**src/rtl/uart_cmd_pkg.sv**
```systemverilog
`default_nettype none
// ============================================================================
//  Module      : uart_cmd_pkg
//  Description : Shared constants, parser state encoding and helpers for the
//                UART command parser.
//  Revision    : 1.0 - initial release
// ============================================================================
package uart_cmd_pkg;

    localparam logic [7:0] SYNC0_DEFAULT = 8'hEB;
    localparam logic [7:0] SYNC1_DEFAULT = 8'h90;
    localparam int         FRAME_LEN     = 6;

    typedef enum logic [2:0] {
        S_HUNT0 = 3'd0,
        S_HUNT1 = 3'd1,
        S_ADDR  = 3'd2,
        S_DH    = 3'd3,
        S_DL    = 3'd4,
        S_CSUM  = 3'd5
    } parser_state_t;

    // Increment that sticks at all-ones instead of wrapping.
    function automatic logic [15:0] sat_inc16(input logic [15:0] value);
        return (value == 16'hFFFF) ? value : value + 16'd1;
    endfunction

endpackage
`default_nettype wire

```
**src/rtl/uart_rx_fetch.sv**
```systemverilog
`default_nettype none
// ============================================================================
//  Module      : uart_rx_fetch
//  Description : Issues single-cycle RX FIFO read requests and flags the cycle
//                in which the requested byte is present on rx_data.
//  Revision    : 1.0 - initial release
// ============================================================================
module uart_rx_fetch (
    input  logic clock,
    input  logic reset,
    input  logic rx_valid,
    output logic rx_rdreq,
    output logic byte_valid
);

    logic pending;

    // A read is only issued when no byte is in flight, so the arrival cycle
    // never carries a new request and reads are spaced at least two apart.
    assign rx_rdreq   = rx_valid && !pending && !reset;
    assign byte_valid = pending;

    // Track the outstanding read; the byte lands the cycle after the request.
    always_ff @(posedge clock) begin
        if (reset) begin
            pending <= 1'b0;
        end else begin
            pending <= rx_rdreq;
        end
    end

endmodule
`default_nettype wire

```
**src/rtl/uart_cmd_parser.sv**
```systemverilog
`default_nettype none
// ============================================================================
//  Module      : uart_cmd_parser
//  Description : Parses SYNC0 SYNC1 ADDR DATA_H DATA_L CSUM frames from an RX
//                FIFO into configuration register writes, with inter-byte
//                timeout and saturating good/error frame counters.
//  Revision    : 1.0 - initial release
// ============================================================================
module uart_cmd_parser
    import uart_cmd_pkg::*;
#(
    parameter logic [19:0] TIMEOUT_CYC = 20'd100000,
    parameter logic [7:0]  SYNC0       = SYNC0_DEFAULT,
    parameter logic [7:0]  SYNC1       = SYNC1_DEFAULT
) (
    input  logic        clock,
    input  logic        reset,
    input  logic        rx_valid,
    input  logic [7:0]  rx_data,
    output logic        rx_rdreq,
    output logic        cfg_wr,
    output logic [3:0]  cfg_addr,
    output logic [15:0] cfg_data,
    output logic        frame_err,
    output logic [15:0] good_cnt,
    output logic [15:0] err_cnt
);

    parser_state_t state;
    logic          byte_valid;
    logic [19:0]   gap;
    logic [3:0]    addr_q;
    logic [7:0]    dh_q;
    logic [7:0]    dl_q;
    logic [7:0]    csum_exp;

    uart_rx_fetch u_fetch (
        .clock      (clock),
        .reset      (reset),
        .rx_valid   (rx_valid),
        .rx_rdreq   (rx_rdreq),
        .byte_valid (byte_valid)
    );

    // Expected checksum of the frame collected so far (mod 256).
    always_comb begin
        csum_exp = {4'h0, addr_q} + dh_q + dl_q;
    end

    // Frame parser, gap timer and counters; a byte arrival takes priority
    // over a timeout in the same cycle.
    always_ff @(posedge clock) begin
        if (reset) begin
            state     <= S_HUNT0;
            gap       <= 20'd0;
            addr_q    <= 4'h0;
            dh_q      <= 8'h00;
            dl_q      <= 8'h00;
            cfg_wr    <= 1'b0;
            cfg_addr  <= 4'h0;
            cfg_data  <= 16'h0000;
            frame_err <= 1'b0;
            good_cnt  <= 16'h0000;
            err_cnt   <= 16'h0000;
        end else begin
            cfg_wr    <= 1'b0;
            frame_err <= 1'b0;
            if (byte_valid) begin
                gap <= 20'd0;
                case (state)
                    S_HUNT0: begin
                        if (rx_data == SYNC0) begin
                            state <= S_HUNT1;
                        end
                    end
                    S_HUNT1: begin
                        if (rx_data == SYNC1) begin
                            state <= S_ADDR;
                        end else if (rx_data == SYNC0) begin
                            state <= S_HUNT1;
                        end else begin
                            state <= S_HUNT0;
                        end
                    end
                    S_ADDR: begin
                        if (rx_data[7:4] != 4'h0) begin
                            frame_err <= 1'b1;
                            err_cnt   <= sat_inc16(err_cnt);
                            state     <= S_HUNT0;
                        end else begin
                            addr_q <= rx_data[3:0];
                            state  <= S_DH;
                        end
                    end
                    S_DH: begin
                        dh_q  <= rx_data;
                        state <= S_DL;
                    end
                    S_DL: begin
                        dl_q  <= rx_data;
                        state <= S_CSUM;
                    end
                    S_CSUM: begin
                        if (rx_data == csum_exp) begin
                            cfg_wr   <= 1'b1;
                            cfg_addr <= addr_q;
                            cfg_data <= {dh_q, dl_q};
                            good_cnt <= sat_inc16(good_cnt);
                        end else begin
                            frame_err <= 1'b1;
                            err_cnt   <= sat_inc16(err_cnt);
                        end
                        state <= S_HUNT0;
                    end
                    default: begin
                        state <= S_HUNT0;
                    end
                endcase
            end else if (state != S_HUNT0) begin
                if (gap >= TIMEOUT_CYC) begin
                    frame_err <= 1'b1;
                    err_cnt   <= sat_inc16(err_cnt);
                    state     <= S_HUNT0;
                    gap       <= 20'd0;
                end else begin
                    gap <= gap + 20'd1;
                end
            end else begin
                gap <= 20'd0;
            end
        end
    end

endmodule
`default_nettype wire

```
**config.mk**
```make
export PLATFORM = sky130hd
export DESIGN_NAME = uart_cmd_parser
export DESIGN_NICKNAME = d
export VERILOG_FILES = /design/src/rtl/uart_cmd_pkg.sv /design/src/rtl/uart_rx_fetch.sv /design/src/rtl/uart_cmd_parser.sv
export SDC_FILE = /design/constraint.sdc
export NUM_CORES = 1
export LEC_CHECK = 0
export ABC_AREA = 1
export CAP_MARGIN = 20
export CORE_AREA = 2 2 156 120
export CTS_BUF_LIST = sky130_fd_sc_hd__clkbuf_4 sky130_fd_sc_hd__clkbuf_8
export DETAILED_ROUTE_END_ITERATION = 16
export DIE_AREA = 0 0 158 122
export PLACE_DENSITY = 0.59
export SLEW_MARGIN = 20
export SYNTH_ARGS = -nofsm -noshare
export SYNTH_HDL_FRONTEND = slang
export SYNTH_SLANG_ARGS = --single-unit
```
**constraint.sdc**
```tcl
create_clock -name clock -period 5.5 [get_ports clock]
set_input_delay 0.825 -clock clock [delete_from_list [all_inputs] [get_ports clock]]
set_output_delay 0.825 -clock clock [all_outputs]
set_load 0.02 [all_outputs]
```
==> results of run 1 <==
==> stage by stage <==
step	instance area [um^2]	total power, W
floorplan	5261	0.0007588
global placement	6108	0.0007785
detailed placement	6108	0.0007785
CTS	6292	0.001236
global route	6292	0.001266
finish	6292	0.001215
==> worst register-to-register path, stage by stage (launching register included) <==
cell     delay (ns)
dfxtp_1        0.35
fa_1           0.55
ha_1           0.27
fa_1           0.46
inv_1          0.07
nand2_1        0.05
nand2_1        0.06
nand3_1        0.08
nor2_1         0.09
nand2_1        0.08
nor2_1         0.18
nand3_2        0.58
nand2_2        0.54
inv_1          0.11
nor2_1         0.10
nor2_1         0.05
==> power groups by stage <==
stage,Sequential (W),Clock (W),Combinational [W]
2_1_floorplan,0.000729,0,0.0000293
3_3_place_gp,0.000731,0,0.0000480
6_report,0.000714,0.000453,0.0000479
4_1_cts,0.000714,0.000474,0.0000483
5_1_grt,0.000715,0.000498,0.0000534
3_5_place_dp,0.000730,0,0.0000481
==> layout by cell type, fill, tap and decap left out <==
master,n
nor3_1,18
nand2_2,2
or2_2,1
buf_4,3
clkinv_2,1
nor2_4,1
xnor2_1,13
conb_1,3
clkbuf_8,9
inv_1,91
inv_6,1
nand3b_1,2
a31oi_1,2
clkinvlp_4,2
ha_1,13
nor2_1,104
nand3_2,2
clkinv_1,2
nor4_1,3
clkdlybuf4s50_1,65
nand3_1,51
a21oi_1,59
fa_1,5
o21ai_0,23
xor2_1,29
nor3b_1,3
dfxtp_1,98
inv_8,2
a32oi_1,1
nand4_1,31
clkinv_4,1
nand2_1,186
inv_2,2
==> final cells by class <==
type / instances / area, um^2
repair buffers: 68 / 673.1
clock inverters: 7 / 60.06
fillers: 1951 / 11680
clock buffers: 9 / 123.9
flip-flops and latches: 98 / 1962
inverters: 95 / 356.6
well taps: 247 / 309.0
multi-input cells: 552 / 2808
==> how the worst max path moves through the flow <==
| stage | slack (ns) | from | endpoint |
|---|---|---|---|
| 4_1_cts | 1.77 | addr_q[1]$_SDFFE_PP0P_ | err_cnt[1]$_SDFFE_PP0P_ |
| 5_1_grt | 1.45 | addr_q[1]$_SDFFE_PP0P_ | err_cnt[1]$_SDFFE_PP0P_ |
| 3_5_place_dp | 1.79 | addr_q[1]$_SDFFE_PP0P_ | err_cnt[1]$_SDFFE_PP0P_ |
| 3_3_place_gp | 1.88 | addr_q[1]$_SDFFE_PP0P_ | err_cnt[1]$_SDFFE_PP0P_ |
| 2_1_floorplan | 2.85 | addr_q[1]$_SDFFE_PP0P_ | good_cnt[5]$_SDFFE_PP0P_ |
| 6_report | 1.80 | addr_q[1]$_SDFFE_PP0P_ | err_cnt[1]$_SDFFE_PP0P_ |
==> cell families after synthesis <==
group	after synthesis	synth area share [%]
adders and majority gates	18	5.001
buffers and inverters	122	9.360
other	1	0.07138
and+or+nand+nor	404	33.01
DFF	98	37.34
AOI/OAI and AO/OA	85	8.216
xor gates and xnor gates	42	7.002
==> cells in the mapped netlist, types with 3 or more instances <==
master and n:
nand2_1 186, nor2_1 104, dfxtp_1 98, inv_1 91, a21oi_1 59, nand3_1 51
nand4_1 31, xor2_1 29, o21ai_0 23, nor3_1 18, clkbuf_1 16, ha_1 13
xnor2_1 13, buf_2 6, fa_1 5, buf_4 3, nor3b_1 3, nor4_1 3
==> metal layers <==
layer	GRT usage (%)	up-vias
met4	2.928	0
met3	4.055	12
met2	20.79	125
met1	21.19	2114
met5	0	-
li1	-	2565
==> flip-flops by register name (all words and copies together), names as in the netlist, 3 cells and up <==
name,flops
gap,20
cfg_data,16
err_cnt,16
good_cnt,16
dh_q,8
dl_q,8
addr_q,4
cfg_addr,4
state,3
==> flow_summary.yaml, run 1 <==
status:
  status: "finished clean"
routing:
  final_antenna_net_count: 0
  drt_first_pass_iters: 5
  vias: 4816
  dr_wl_met3_um: 794
  post-route-drc-count: 0
  routed_via_density: 4.476
  routed_wl_mm: 13.07
  drt_iter0_markers: 337
  dr.max_layer_used: "met4"
  route.detailed.wl_per_inst_um: 12.15
  wl_met2_mm: 5.336
  met1_length_mm: 6.820
power:
  p_int_w: 0.0009002
  p_seq_share_pct: 58.8
  leakagePower_nw: 2.600
  power.density_nw_per_um2: 193.0
  ir_worst_vdd_v: 0.0001076
  swShare_pct: 25.89
  power_frac_comb_pct: 3.9
  power_frac_clock_pct: 37.3
  switchingPower_w: 0.0003144
global_route:
  antenna_found_initial: 0
  track_usage_pct: 14.38
  grt_max_degree: 45
  grt_pass1_wl_mm: 22.25
  gr-total-overflow: 0
  first_global_vias: 4383
final_layout:
  insertedDiodeCount: 0
  syn_to_final_growth_pct: 19.77
  fin_nets: 853
  final_cells: 1076
  drive_above_1_share_pct: 3.257
  fin_util_pct: 35.02
worst_setup_path:
  r2r.worst_path.cells: 15
  worst_path_max_delay_cell: "nand3_2"
  start_kind: "register"
  path_cells: "fa_1 > ha_1 > fa_1 > inv_1 > nand2_1 > nand2_1 > nand3_1 > nor2_1 > nand2_1 > nor2_1 > nand3_2 > nand2_2 > inv_1 > nor2_1 > nor2_1"
  crit_path_end_kind: "register"
  cp_common_cell: "nor2_1"
  required_ns: 5.80
  reg2reg_to: "err_cnt[1]$_SDFFE_PP0P_"
  crit_arrival_ns: 4.00
  regToRegSetupSlack_ns: 1.80
  cp.depth: 15
  path_buf_inv: 2
  critPathTopFamily: "simple AND/OR/NAND/NOR gates"
  rr_startpoint: "addr_q[1]$_SDFFE_PP0P_"
  critical_path_class: "register to register"
  slowest_delay_ns: 0.58
  critPathMaxFanout: 35
clocking:
  htree_levels: 3
  cts_root_buffer: "clkbuf_8"
  cts_hold_buf: 0
  post_cts_buffers: 0
  cts_resized: 0
  cts.sinks: 98
  cts_inserted_buffers: 9
  clk_pin_slew_ns: 0.11
  clockBufferDepth: 2
  cts_tree: "built"
  clk-insertion-delay-late_ns: 0.39
floorplan:
  start_util_pct: 29.24
  dieHeight_um: 122
  io_pins: 66
  die_area_um2: 19280
  rows: 43
  die_w_um: 158
  core_um2: 17970
place:
  hpwl_mm: 9.491
  gp_congestion: 0.8807
  port_buffers: 65
  dp.cells: 1060
  place_ws_ns: 1.791
run:
  drv_cap: 0
sta:
  finClkSkew_ns: 0.01555
  setup_tns_ns: 0
  setup_slack_ns: 1.803
  worst_pin_slew_ns: 0.8107
  fmax_ghz: 0.2705
  period_needed_ns: 3.697
  hold_viol: 0
  relSlewSlack_pct: 45.79
  holdWs_ns: 0.4701
  finalCritPeriodShare_pct: 67.21
  grt_setup_unrepaired: "no"
  drv_slew: 0
  finalSetupViolations: 0
logic_synthesis:
  yosys_warnings: 0
  synth-edff-count: 0
  ys_ff_latch: 98
  synth.avg_cell_area_um2: 6.823
  synth_async_sr_flop_share_pct: 0
  synthTopCellsByArea: "dfxtp_1 37%, nand2_1 13%, nor2_1 7.4%"
  synthCells: 770
  ys_dominant_reg_cell: "dfxtp_1"
  ys_seq_area_share_pct: 37.34
  syn_area_um2: 5254
  ys_types: 29
  synth_top_area_share_pct: 37.34
  synth_largest_area_cell: "dfxtp_1"
worst_hold_path:
  holdPathStages: 1
  hold_class: "register to register"
  min_to: "gap[0]$_SDFF_PP0_"
  hp-start: "gap[0]$_SDFF_PP0_"
(Power assumes the default switching activity.)
==> inputs of run 2 (changes only) <==
Settings changed: PLACE_DENSITY 0.59 to 0.61.
Clock period 5.5 ns to 3.4 ns, I/O delays scaled along.
==> flow_summary.yaml, run 2 (same netlist as run 1, synthesis figures left out) <==
global_route:
  gr-total-overflow: 0
  met3_usage_pct: 3.273
  busiest_layer: "met1"
  grt_pass1_wl_mm: 21.83
  use_met1_pct: 21.33
  track_usage_pct: 14.10
  use_met2_pct: 19.81
  first_global_vias: 4313
  grt_max_degree: 58
  antenna_found_initial: 0
sta:
  fmax_ghz: 0.3358
  hold_viol: 0
  setup_tns_ns: 0
  finClkSkew_ns: 0.01358
  grt_setup_unrepaired: "no"
  finalCritPeriodShare_pct: 87.59
  relSlewSlack_pct: 51.85
  period_needed_ns: 2.978
  finalSetupViolations: 0
  worst_pin_slew_ns: 0.7202
  drv_slew: 0
worst_setup_path:
  reg2reg_to: "cfg_data[1]$_SDFFE_PP0P_"
  critical_path_class: "register to register"
  r2r.worst_path.cells: 14
  critPathMaxFanout: 57
  rr_startpoint: "addr_q[1]$_SDFFE_PP0P_"
  worst_path_max_delay_cell: "fa_1"
  required_ns: 3.67
  regToRegSetupSlack_ns: 0.42
  slowest_delay_ns: 0.55
  crit_path_end_kind: "register"
  start_kind: "register"
  crit_arrival_ns: 3.25
  cp_common_cell: "nor2_1"
  path_cells: "fa_1 > ha_1 > fa_1 > inv_1 > nand2_1 > nand2_1 > nand3_1 > nor2_1 > nand2_1 > nor2_1 > nand3_2 > buf_4 > nor2_1 > nor2_1"
clocking:
  cts.sinks: 98
  cts_inserted_buffers: 9
  post_cts_buffers: 0
  clockBufferDepth: 2
  clk_pin_slew_ns: 0.11
  cts_resized: 0
  clk-insertion-delay-late_ns: 0.37
  cts_root_buffer: "clkbuf_8"
  cts_tree: "built"
  htree_levels: 3
  cts_hold_buf: 0
routing:
  route.detailed.wl_per_inst_um: 12.33
  vias: 4896
  routed_via_density: 4.538
  drt_first_pass_iters: 5
  drt_iter0_markers: 386
  post-route-drc-count: 0
  final_antenna_net_count: 0
  routed_wl_mm: 13.31
final_layout:
  nFillCells: 1968
  drive_above_1_share_pct: 3.606
  layout.cells.most_common: "nand2_1"
  fin_util_pct: 35.13
  ff_latch_area_um2: 1962
  insertedDiodeCount: 0
  fin_nets: 856
  largest_reg_flops: 20
  multi_input_area_um2: 2808
  layout_common_cells: "186 x nand2_1, 104 x nor2_1, 98 x dfxtp_1"
  final_cells: 1079
  syn_to_final_growth_pct: 20.17
  regMostFlops: "gap"
status:
  status: "finished clean"
floorplan:
  start_util_pct: 29.24
  die_w_um: 158
  rows: 43
  core_um2: 17970
  io_pins: 66
  die_area_um2: 19280
  dieHeight_um: 122
power:
  leakagePower_nw: 2.616
  power.density_nw_per_um2: 311.5
  finalPower_w: 0.001967
  ir_worst_vdd_v: 0.0001575
place:
  port_buffers: 65
  hpwl_mm: 9.598
  dp.cells: 1063
  gp_congestion: 0.9110
worst_hold_path:
  min_to: "gap[0]$_SDFF_PP0_"
  hold_class: "register to register"
  hp-start: "gap[0]$_SDFF_PP0_"
  holdPathStages: 1
run:
  drv_cap: 0
==> run 2: how the worst max path moves through the flow <==
stage / depth (start not counted) / from / end
6_report: 14 / addr_q[1]$_SDFFE_PP0P_ / cfg_data[1]$_SDFFE_PP0P_
3_5_place_dp: 14 / addr_q[1]$_SDFFE_PP0P_ / cfg_data[1]$_SDFFE_PP0P_
5_1_grt: 15 / addr_q[1]$_SDFFE_PP0P_ / err_cnt[0]$_SDFFE_PP0P_
4_1_cts: 14 / addr_q[1]$_SDFFE_PP0P_ / cfg_data[1]$_SDFFE_PP0P_
3_3_place_gp: 14 / addr_q[1]$_SDFFE_PP0P_ / cfg_data[1]$_SDFFE_PP0P_
2_1_floorplan: 14 / addr_q[1]$_SDFFE_PP0P_ / good_cnt[5]$_SDFFE_PP0P_
==> run 2: final cells by class <==
| cell class | instances | share of cell area, % |
|---|---|---|
| clock inverters | 7 | 0.9314 |
| inverters | 95 | 5.648 |
| multi-input cells | 552 | 44.47 |
| flip-flops and latches | 98 | 31.07 |
| clock buffers | 9 | 1.962 |
| repair buffers | 71 | 11.02 |
| well taps | 247 | 4.895 |
==> run 2: through the flow <==
stage / hold WS, ns / area (um^2) / setup WS (ns)
after floorplan: 0.4300 / 5261 / 0.7514
after global placement: 0.4468 / 6131 / 0.4367
after detailed placement: 0.4546 / 6131 / 0.4417
after CTS: 0.4870 / 6314 / 0.3978
after global routing: 0.5132 / 6314 / 0.1329
final: 0.4889 / 6314 / 0.4221
==> run 2: critical path: cells and delay by family (launching register included) <==
kind                       cells  cell delay, ns
DFF                            1            0.35
and+or+nand+nor                9            0.95
adders and majority gates      3            1.21
buffers and inverters          2            0.39
==> run 2: layer usage <==
metal	vias up	share of wire, %
met5	-	0
met4	0	1.2
met3	11	5.0
met2	110	40
met1	2202	54
li1	2573	-
==> run 2: report_power, final <==
group	internal (W)	switching (W)	total (W)
clock network	0.000280	0.000453	0.000732
registers	0.00115	0.00000408	0.00115
logic	0.0000269	0.0000526	0.0000795
